[config.mk]
export PLATFORM = sky130hd
export DESIGN_NAME = eadder_seq_flat
export DESIGN_NICKNAME = d
export VERILOG_FILES = /design/src/rtl/eadder_seq_if.sv /design/src/rtl/eadder_seq.sv /design/src/flat_wrapper.sv
export SDC_FILE = /design/constraint.sdc
export NUM_CORES = 1
export LEC_CHECK = 0
export ABC_AREA = 1
export BUFFER_PORTS_ARGS = -buffer_cell sky130_fd_sc_hd__buf_2
export CELL_PAD_IN_SITES_DETAIL_PLACEMENT = 1
export CELL_PAD_IN_SITES_GLOBAL_PLACEMENT = 1
export CORE_MARGIN = 5
export CORE_UTILIZATION = 36
export DETAILED_ROUTE_END_ITERATION = 6
export GPL_TIMING_DRIVEN = 0
export PLACE_DENSITY = 0.79
export SLEW_MARGIN = 20
export SYNTH_ARGS = -nofsm -noshare
export SYNTH_HDL_FRONTEND = slang
export SYNTH_SLANG_ARGS = --single-unit
[constraint.sdc]
create_clock -name clk -period 1.55 [get_ports clk]
set_clock_uncertainty 0.1 [all_clocks]
set_input_delay 0.155 -clock clk [delete_from_list [all_inputs] [get_ports clk]]
set_output_delay 0.155 -clock clk [all_outputs]
set_load 0.03 [all_outputs]
[src/rtl/eadder_seq_if.sv]
// eadder_seq_if: bundles the job control, multiplier handshake, eadder
// control and result signals of the eadder sequencer.
//   slave  modport : the sequencer (eadder_seq)
//   master modport : whatever drives jobs / models the eadder (e.g. a bench)
// Signals:
//   start, cfg_len, cfg_add_ereg, abort : job control into the sequencer
//   mul_valid / mul_ready               : multiplier term handshake
//   busy                                : job in progress
//   eadder_new, eadder_en, eadder_sel   : eadder control
//   sum_in                              : eadder sum_out fed back
//   result, result_valid, ovf           : captured final sum and wrap flag
interface eadder_seq_if #(
    parameter int LEN_W = 8,
    parameter int SUM_W = 39
);
    logic             start;
    logic [LEN_W-1:0] cfg_len;
    logic             cfg_add_ereg;
    logic             abort;
    logic             mul_valid;
    logic             mul_ready;
    logic             busy;
    logic             eadder_new;
    logic             eadder_en;
    logic             eadder_sel;
    logic [SUM_W-1:0] sum_in;
    logic [SUM_W-1:0] result;
    logic             result_valid;
    logic             ovf;

    modport slave (
        input  start, cfg_len, cfg_add_ereg, abort, mul_valid, sum_in,
        output mul_ready, busy, eadder_new, eadder_en, eadder_sel,
               result, result_valid, ovf
    );

    modport master (
        output start, cfg_len, cfg_add_ereg, abort, mul_valid, sum_in,
        input  mul_ready, busy, eadder_new, eadder_en, eadder_sel,
               result, result_valid, ovf
    );
endinterface

[src/rtl/eadder_seq.sv]
// eadder_seq: sequencer for the 39-bit accumulate adder. One job per start:
// clear the accumulator, add cfg_len multiplier terms taken over a
// valid/ready handshake, optionally add the extended register operand, then
// capture the final sum and flag an unsigned wrap of the ereg add.
// Ports:
//   clk   : clock, all state on the rising edge
//   rst_n : synchronous active-low reset
//   bus   : eadder_seq_if.slave (job control, handshake, eadder control,
//           eadder sum feedback, result/result_valid/ovf)
module eadder_seq #(
    parameter int LEN_W = 8,
    parameter int SUM_W = 39
) (
    input  logic          clk,
    input  logic          rst_n,
    eadder_seq_if.slave   bus
);

    typedef enum logic [2:0] {
        ST_IDLE = 3'd0,
        ST_CLR  = 3'd1,
        ST_ACC  = 3'd2,
        ST_ADDE = 3'd3,
        ST_FIN  = 3'd4
    } state_t;

    localparam logic [LEN_W-1:0] LEN_ZERO = {LEN_W{1'b0}};
    localparam logic [LEN_W-1:0] LEN_ONE  = {{(LEN_W-1){1'b0}}, 1'b1};
    localparam logic [SUM_W-1:0] SUM_ZERO = {SUM_W{1'b0}};

    state_t           state_r;
    state_t           state_nxt_s;
    logic [LEN_W-1:0] count_r;
    logic [LEN_W-1:0] len_r;
    logic             add_ereg_r;
    logic [SUM_W-1:0] snap_r;
    logic [SUM_W-1:0] result_r;
    logic             result_valid_r;
    logic             ovf_r;

    logic             abort_s;
    logic             mul_ready_s;
    logic             eadder_new_s;
    logic             eadder_en_s;
    logic             eadder_sel_s;
    logic             xfer_s;

    // abort is only meaningful while a job is running
    assign abort_s = bus.abort && (state_r != ST_IDLE);

    // Next-state and eadder/handshake control decode; abort overrides all.
    always_comb begin
        state_nxt_s  = state_r;
        mul_ready_s  = 1'b0;
        eadder_new_s = 1'b0;
        eadder_en_s  = 1'b0;
        eadder_sel_s = 1'b0;
        xfer_s       = 1'b0;
        case (state_r)
            ST_IDLE: begin
                if (bus.start) begin
                    state_nxt_s = ST_CLR;
                end else begin
                    state_nxt_s = ST_IDLE;
                end
            end
            ST_CLR: begin
                eadder_new_s = 1'b1;
                if (abort_s) begin
                    state_nxt_s = ST_IDLE;
                end else if (len_r != LEN_ZERO) begin
                    state_nxt_s = ST_ACC;
                end else if (add_ereg_r) begin
                    state_nxt_s = ST_ADDE;
                end else begin
                    state_nxt_s = ST_FIN;
                end
            end
            ST_ACC: begin
                if (abort_s) begin
                    state_nxt_s = ST_IDLE;
                end else begin
                    mul_ready_s = 1'b1;
                    if (bus.mul_valid) begin
                        xfer_s      = 1'b1;
                        eadder_en_s = 1'b1;
                        // last term: len_r >= 1 is guaranteed in ACC
                        if (count_r == (len_r - LEN_ONE)) begin
                            state_nxt_s = add_ereg_r ? ST_ADDE : ST_FIN;
                        end else begin
                            state_nxt_s = ST_ACC;
                        end
                    end else begin
                        state_nxt_s = ST_ACC;
                    end
                end
            end
            ST_ADDE: begin
                if (abort_s) begin
                    state_nxt_s = ST_IDLE;
                end else begin
                    eadder_en_s  = 1'b1;
                    eadder_sel_s = 1'b1;
                    state_nxt_s  = ST_FIN;
                end
            end
            ST_FIN: begin
                state_nxt_s = ST_IDLE;
            end
            default: begin
                state_nxt_s = ST_IDLE;
            end
        endcase
    end

    // State register.
    always_ff @(posedge clk) begin
        if (!rst_n) begin
            state_r <= ST_IDLE;
        end else begin
            state_r <= state_nxt_s;
        end
    end

    // Job configuration latch and term counter.
    always_ff @(posedge clk) begin
        if (!rst_n) begin
            len_r      <= LEN_ZERO;
            add_ereg_r <= 1'b0;
            count_r    <= LEN_ZERO;
        end else begin
            if ((state_r == ST_IDLE) && bus.start) begin
                len_r      <= bus.cfg_len;
                add_ereg_r <= bus.cfg_add_ereg;
            end
            if (state_r == ST_CLR) begin
                count_r <= LEN_ZERO;
            end else if (xfer_s) begin
                count_r <= count_r + LEN_ONE;
            end
        end
    end

    // Result capture. sum_in lags the eadder controls by one cycle, so the
    // ADDE-cycle value is the pure mul-term sum and the FIN-cycle value is
    // the final sum; a wrap on the ereg add shows as final < pre-ereg sum.
    always_ff @(posedge clk) begin
        if (!rst_n) begin
            snap_r         <= SUM_ZERO;
            result_r       <= SUM_ZERO;
            result_valid_r <= 1'b0;
            ovf_r          <= 1'b0;
        end else begin
            result_valid_r <= 1'b0;
            if ((state_r == ST_ADDE) && !abort_s) begin
                snap_r <= bus.sum_in;
            end
            if ((state_r == ST_FIN) && !abort_s) begin
                result_r       <= bus.sum_in;
                result_valid_r <= 1'b1;
                ovf_r          <= add_ereg_r && (bus.sum_in < snap_r);
            end
        end
    end

    assign bus.mul_ready    = mul_ready_s;
    assign bus.busy         = (state_r != ST_IDLE);
    assign bus.eadder_new   = eadder_new_s;
    assign bus.eadder_en    = eadder_en_s;
    assign bus.eadder_sel   = eadder_sel_s;
    assign bus.result       = result_r;
    assign bus.result_valid = result_valid_r;
    assign bus.ovf          = ovf_r;

endmodule

[src/flat_wrapper.sv]
// flat-port wrapper written by rule: the top's interface ports become plain ports
module eadder_seq_flat 
#(
    parameter int LEN_W = 8,
    parameter int SUM_W = 39
)
  (clk, rst_n, bus_start, bus_cfg_len, bus_cfg_add_ereg, bus_abort, bus_mul_valid, bus_sum_in, bus_mul_ready, bus_busy, bus_eadder_new, bus_eadder_en, bus_eadder_sel, bus_result, bus_result_valid, bus_ovf);
  eadder_seq_if #(.LEN_W(LEN_W), .SUM_W(SUM_W)) bus_i ();
  input  logic clk;
  input  logic rst_n;
  input wire logic [$bits(bus_i.start)-1:0] bus_start;
  input wire logic [$bits(bus_i.cfg_len)-1:0] bus_cfg_len;
  input wire logic [$bits(bus_i.cfg_add_ereg)-1:0] bus_cfg_add_ereg;
  input wire logic [$bits(bus_i.abort)-1:0] bus_abort;
  input wire logic [$bits(bus_i.mul_valid)-1:0] bus_mul_valid;
  input wire logic [$bits(bus_i.sum_in)-1:0] bus_sum_in;
  output wire logic [$bits(bus_i.mul_ready)-1:0] bus_mul_ready;
  output wire logic [$bits(bus_i.busy)-1:0] bus_busy;
  output wire logic [$bits(bus_i.eadder_new)-1:0] bus_eadder_new;
  output wire logic [$bits(bus_i.eadder_en)-1:0] bus_eadder_en;
  output wire logic [$bits(bus_i.eadder_sel)-1:0] bus_eadder_sel;
  output wire logic [$bits(bus_i.result)-1:0] bus_result;
  output wire logic [$bits(bus_i.result_valid)-1:0] bus_result_valid;
  output wire logic [$bits(bus_i.ovf)-1:0] bus_ovf;
  assign bus_i.start = bus_start;
  assign bus_i.cfg_len = bus_cfg_len;
  assign bus_i.cfg_add_ereg = bus_cfg_add_ereg;
  assign bus_i.abort = bus_abort;
  assign bus_i.mul_valid = bus_mul_valid;
  assign bus_i.sum_in = bus_sum_in;
  assign bus_mul_ready = bus_i.mul_ready;
  assign bus_busy = bus_i.busy;
  assign bus_eadder_new = bus_i.eadder_new;
  assign bus_eadder_en = bus_i.eadder_en;
  assign bus_eadder_sel = bus_i.eadder_sel;
  assign bus_result = bus_i.result;
  assign bus_result_valid = bus_i.result_valid;
  assign bus_ovf = bus_i.ovf;
  eadder_seq #(.LEN_W(LEN_W), .SUM_W(SUM_W)) u_core (.clk(clk), .rst_n(rst_n), .bus(bus_i));
endmodule
== Yosys cells after proc, flatten, opt, wreduce, memory -nomap -nowiden ==
Index checks and enable logic that the tools add are counted.
Storage, ports and cells
  bits in registers: 100
  input port bits: 53
  output and inout bits: 46
  logic and storage cells: 45
Cells by class
  add/subtract/negate cells: 2
  order comparisons: 1
  equality and inequality tests: 5
  muxes and demuxes: 18
  bitwise gates (word level): 1
  reduce and logical (&&, ||, !) cells: 10
Operators with widths (count)
  less-than comparator 39 bit: 1
  two-way mux 3 bit: 7
  case mux 3 bit (4 select lines): 1
  two-way mux 1 bit: 9
  adder 8 x 1 -> 8 bit (second input constant): 1
  == test 8 bit: 1
  nonzero test 8 bit: 1
  subtractor 8 x 1 -> 8 bit (second input constant): 1
  == test 3 x 2 -> 1 bit (second input constant): 2
  logical AND 1 bit: 5
  == test 3 x 1 -> 1 bit (second input constant): 1
  == test 3 bit (second input constant): 1
  logical NOT 3 bit: 1
  nonzero test 3 bit: 1
  case mux 1 bit (2 select lines): 1
  OR reduction 2 bit: 1
  logical NOT 1 bit: 1
  NOT 1 bit: 1

== Longest topological paths before layout ==
  word-level depth: 6
  mapped depth: 12
  gate-level depth less buffers: 12

== Least setup slack after synthesis ==
Ideal clock, no wire load.
  path type: register to output
  from: reg u_core.state_r[2]
  to: out bus_eadder_en
  arrival time: 1558 ps
  data required time: 1295 ps
  setup slack: -263 ps
  cell stages (with the launch flop): 6
  buffers on the path: 2
  cells stage by stage: dfxtp_1 -> nor4_4 -> inv_2 -> buf_6 -> buf_6 -> nand2_1
Between the ends
  cells in the longest elaborated chain, start to end: 4
  elaborated cells between the ends (all ways): 7
  those cells by class: 2 x eq/ne; 3 x mux; 2 x reduce/logical
Ends and longest elaborated chain
  from (decl): RTL line eadder_seq.sv:31  | state_t state_r;
  from (signal assigned): RTL line eadder_seq.sv:121  | state_r <= state_nxt_s;
  nonzero test 3 bit: RTL line eadder_seq.sv:49  | assign abort_s = bus.abort && (state_r != ST_IDLE);
  logical AND 1 bit: RTL line eadder_seq.sv:49
  two-way mux 1 bit, on equally long branches: RTL line eadder_seq.sv:99, eadder_seq.sv:80
  case mux 1 bit (2 select lines) *: RTL line eadder_seq.sv:59  | case (state_r)
  to (decl): RTL line flat_wrapper.sv:20  | output wire logic [$bits(bus_i.eadder_en)-1:0] bus_eadder_en;
Every way passes the cells marked *; elsewhere a longest branch is shown, timed or not.

== Worst setup path after layout ==
Ends and elaborated chain as after synthesis.

==> flow_results.org <==
** Power and ir drop
- For this design the ratio of total power to cell area is 866 nW/um2.
- Switching portion of total power :: 26.2%
- In this run the static leakage power is 2.89 nW.
- In this run, the clock network consumes 42.0% of the power.
- P_int :: 0.00440 W
- Peak supply drop :: 0.602 mV
- Sequential group share of total power :: 44.2%
- Net Sw Power :: 0.00156 W
- Combinational logic burns 13.8% of the power.

** Critical path
- Crit path largest cell delay :: 0.37 ns
- Of all nets on the critical path, the largest fanout is 3.
- CP max-delay cell :: sky130_fd_sc_hd__dfxtp_4
- Counting both buffers and inverters, the worst setup path holds a total of 4.
- The signal on the critical path passes through nor4_4, inv_2, buf_8, buf_12, nand2_8, buf_6.
- Crit end category :: primary output
- WP data arrival :: 1.55 ns
- STA puts the critical path data required time at 1.29 ns.
- Broken down by cell family, the worst path's largest delay share belongs to buffers and inverters.
- Crit Path Class :: reg -> out
- STA classifies the critical path startpoint as a flip-flop.

** Final layout
- The area growth from synthesis to layout is 43.1%.
- Share of post-route cells with drive strength above 1 :: 33.7%
- Leaving out filler cells and counting taps, the final layout contains 970.
- Net count reported at finish :: 881

** STA
- Setup repair after global routing could not meet its margin everywhere.
- Final Hold Slack :: -0.000246 ns
- Number of failing setup endpoints in the final timing report :: 47
- Final critical delay including setup and external delays :: 1.81 ns
- Hold Fails Final Rpt :: 1
- For the pin with the worst max-slew slack, the measured transition is 0.923 ns.
- Dividing the final minimum period by the clock period gives 117%.
- Worst slew slack as a fraction of its limit :: 38.4%
- Final critical-path setup slack :: -0.260 ns
- Based on the critical path, the design can be clocked at up to 553 MHz.
- The max-slew violation total from the final report came to 0.

** Global routing
- Global routing consumed, on the met2 layer, 38.3% of the routing resources.
- For this run, the total global-route usage over all layers was measured as 19.9%.
- The via count of the first global-routing pass was 5,372.
- After global routing the overflow that remains totals 0.
- First-pass GRT wire length :: 25,600 um
- Layer with the highest usage after global routing :: met2
- Met3 track demand over resource :: 4.14%
- Largest net degree at the start of global routing :: 17
- Antenna violations before repair :: 1
- For met1 alone, demand over resource in global routing was 20.8%.

** Synthesis
- Multiplexer fraction of the synthesized cell area :: 0%
- Summing the areas of all compound-gate instances in the mapped netlist gives 19.2% of the synthesized area.
- Of the total synthesized cell area, the portion taken by AND, OR, NAND and NOR gates is 18.9%.
- After synthesis, the largest area contributor takes up 41.7% of total cell area.
- The synthesized netlist occupies a cell area of 4800 um2.
- After Yosys synthesis, XOR and XNOR cells account for 0.729% of the synthesized area.
- Syn Nets :: 735
- Main combinational cell family by area after synthesis :: compound AO/OA/AOI/OAI gates
- Synthesis produced 642 cells.
- In this run, synthesis produced a sequential element count of 100.
- Synth area leader :: sky130_fd_sc_hd__dfxtp_1
- Averaged over all synthesized cells, the footprint is 7.48 um2.
- Sequential cells were found to cover 41.7% of the synthesized design area.
- Number of warnings printed during yosys synthesis :: 0
- Adder-cell area share of the yosys netlist :: 10.4%
- Top area cells in the synthesized netlist :: sky130_fd_sc_hd__dfxtp_1 (42%), sky130_fd_sc_hd__ha_1 (10%), sky130_fd_sc_hd__nor2_1 (8.4%), sky130_fd_sc_hd__o21ai_0 (8.0%), sky130_fd_sc_hd__a21oi_1 (7.7%)
- Synthesis instantiated 29 different standard cells from the library.

** Floorplan
- Measured along the x axis, the die boundary spans 126 um.
- Effective utilization at floorplan :: 36.6%
- Die Ht :: 126 um
- I/O pin count :: 99
- Die area :: 15,800 um2
- After floorplanning, the core was sized to cover 13,100 um2.
- The initialized floorplan defines 42 standard-cell rows.

** Placement
- After detailed placement, the design holds a cell count of 916.
- HPWL reported at the end of detailed placement :: 10,900 um
- The congestion estimate from routability-driven global placement came to 0.815.
- Number of port buffers :: 98

** Hold path
- In this run the worst hold path is classified as in -> reg.

** Route
- DR pass1 iterations :: 6
- Wires add up to 16,800 um.
- In the final routed layout, each cell accounts on average for 17.3 um.
- Summing over every cut layer, the via total after detailed routing is 4,951.
- Using the TritonRoute via totals, the vias-per-cell ratio works out to 5.10.
- DRC violation total after the first TritonRoute iteration :: 246
- Count of nets left with antenna violations after detail routing :: 0
- Number of remaining DRC errors :: 0

** Run status
- Violated checks :: negative hold slack, negative setup slack
- Status :: finished, violations left

** Job
- The tool flagged a number of max-cap violations equal to 0.

** Clock network
- Clock tree synthesis inserted a total of 9 buffers.
- Level count of the clock H-tree :: 3
- Master cell of the clock root buffer :: sky130_fd_sc_hd__clkbuf_16
- TritonCTS built the clock tree.
- Maximum count of clock buffers along a single path :: 2
- The clock net in this run drives a total of 100 sinks.
- Clock transition at the register clock pins on the worst setup and hold paths after CTS :: 0.07 ns
- Latest clock arrival within the worst-skew pair :: 0.35 ns
power groups by stage:
| stage | clock network [W] | logic (W) | registers, W |
|---|---|---|---|
| CTS | 0.00253 | 0.000723 | 0.00263 |
| floorplan | 0 | 0.000374 | 0.00269 |
| global placement | 0 | 0.000580 | 0.00268 |
| finish | 0.00250 | 0.000824 | 0.00263 |
| detailed placement | 0 | 0.000617 | 0.00269 |
| global route | 0.00263 | 0.000910 | 0.00264 |
synthesized netlist by cell type, drive strengths merged:
master,count
nand3,20
buf,8
a31oi,1
nand2,68
nor4,2
clkbuf,19
a211o,1
xor2,3
nor3,4
ha,40
xnor2,1
nor2,109
o21ai,97
dfxtp,100
inv,80
nand4,7
o21bai,2
a21oi,75
o21a,4
nand3b,1
what timing repair did:
action	CTS	global route
pin swaps	35	30
buffers inserted	21	7
gates cloned	1	1
hold buffers	15	0
gates resized for setup	94	91
hold endpoints to repair	16	0
setup endpoints to repair	59	91
cells in the final DEF, fill, tap and decap left out, types with 8 or more instances in the layout:
| cell | n |
|---|---|
| sky130_fd_sc_hd__a21oi_1 | 45 |
| sky130_fd_sc_hd__a21oi_2 | 28 |
| sky130_fd_sc_hd__buf_2 | 95 |
| sky130_fd_sc_hd__buf_4 | 20 |
| sky130_fd_sc_hd__clkbuf_1 | 9 |
| sky130_fd_sc_hd__clkbuf_16 | 12 |
| sky130_fd_sc_hd__clkbuf_4 | 8 |
| sky130_fd_sc_hd__dfxtp_1 | 93 |
| sky130_fd_sc_hd__dlygate4sd3_1 | 15 |
| sky130_fd_sc_hd__ha_1 | 28 |
| sky130_fd_sc_hd__ha_4 | 11 |
| sky130_fd_sc_hd__inv_1 | 69 |
| sky130_fd_sc_hd__inv_2 | 9 |
| sky130_fd_sc_hd__nand2_1 | 59 |
| sky130_fd_sc_hd__nand3_1 | 15 |
| sky130_fd_sc_hd__nor2_1 | 93 |
| sky130_fd_sc_hd__nor2_2 | 9 |
| sky130_fd_sc_hd__o21ai_0 | 56 |
| sky130_fd_sc_hd__o21ai_1 | 22 |
| sky130_fd_sc_hd__o21ai_2 | 12 |
worst register-to-register path: stages (launching register included):
cell	delay, ns
sky130_fd_sc_hd__dfxtp_1	0.33
sky130_fd_sc_hd__inv_1	0.10
sky130_fd_sc_hd__ha_4	0.29
sky130_fd_sc_hd__nand2_1	0.11
sky130_fd_sc_hd__nor2_4	0.13
sky130_fd_sc_hd__nand4_1	0.12
sky130_fd_sc_hd__nor2_2	0.16
sky130_fd_sc_hd__nand3_1	0.09
sky130_fd_sc_hd__nand4_1	0.11
sky130_fd_sc_hd__a21oi_2	0.07
layout make-up:
class                           instances  area, um2
Timing Repair Buffer                  135        882
Tap cell                              176        220
Antenna cell                            1       2.50
Fill cell                            1593       6270
Inverter                               80        305
Multi-Input combinational cell        435       2890
Sequential cell                       100       2010
Buffer                                 27        236
Clock inverter                          6       86.3
Clock buffer                           10        239
worst paths after layout:
kind / startpoint / slack, ns / end / cells after the start
worst max register to register: u_core.snap_r[28] / -0.18 / u_core.bus.ovf / 9
worst max-delay path: u_core.state_r[2] / -0.26 / bus_eadder_en / 6
worst min-delay path: bus_cfg_len[4] / -0.0002 / u_core.len_r[4] / 3
worst min register to register: u_core.snap_r[13] / 0.37 / u_core.snap_r[13] / 2
through the flow:
stage	power [W]	util, %	instance area [um2]	setup WS [ns]	setup TNS (ns)
after CTS	0.00588	49.4	6480	-0.238	-1.25
final	0.00595	52.3	6870	-0.260	-2.40
after detailed placement	0.00330	42.3	5560	-0.175	-4.50
after global routing	0.00618	52.3	6870	-0.306	-7.00
after global placement	0.00326	42.3	5560	-0.151	-1.70
after floorplan	0.00306	-	4840	-0.0884	-1.55
per-layer routing:
metal,vias up,wire (um)
met5,-,0
met4,0,514
met3,34,737
met2,119,9110
met1,2389,6400
li1,2409,-
flip-flops by register name, indices dropped and copies added, names as in the netlist:
signal	cells
u_core.bus.result	39
u_core.snap_r	39
u_core.count_r	8
u_core.len_r	8
u_core.state_r	3
u_core.add_ereg_r	1
u_core.bus.ovf	1
u_core.bus.result_valid	1
kinds of logic after synthesis:
| group | after synthesis |
|---|---|
| buffers and inverters | 107 |
| AOI/OAI and AO/OA | 180 |
| DFF | 100 |
| xor gates and xnor gates | 4 |
| and+or+nand+nor | 211 |
| adders and majority gates | 40 |
No activity file was read; power rests on OpenSTA's default activity.
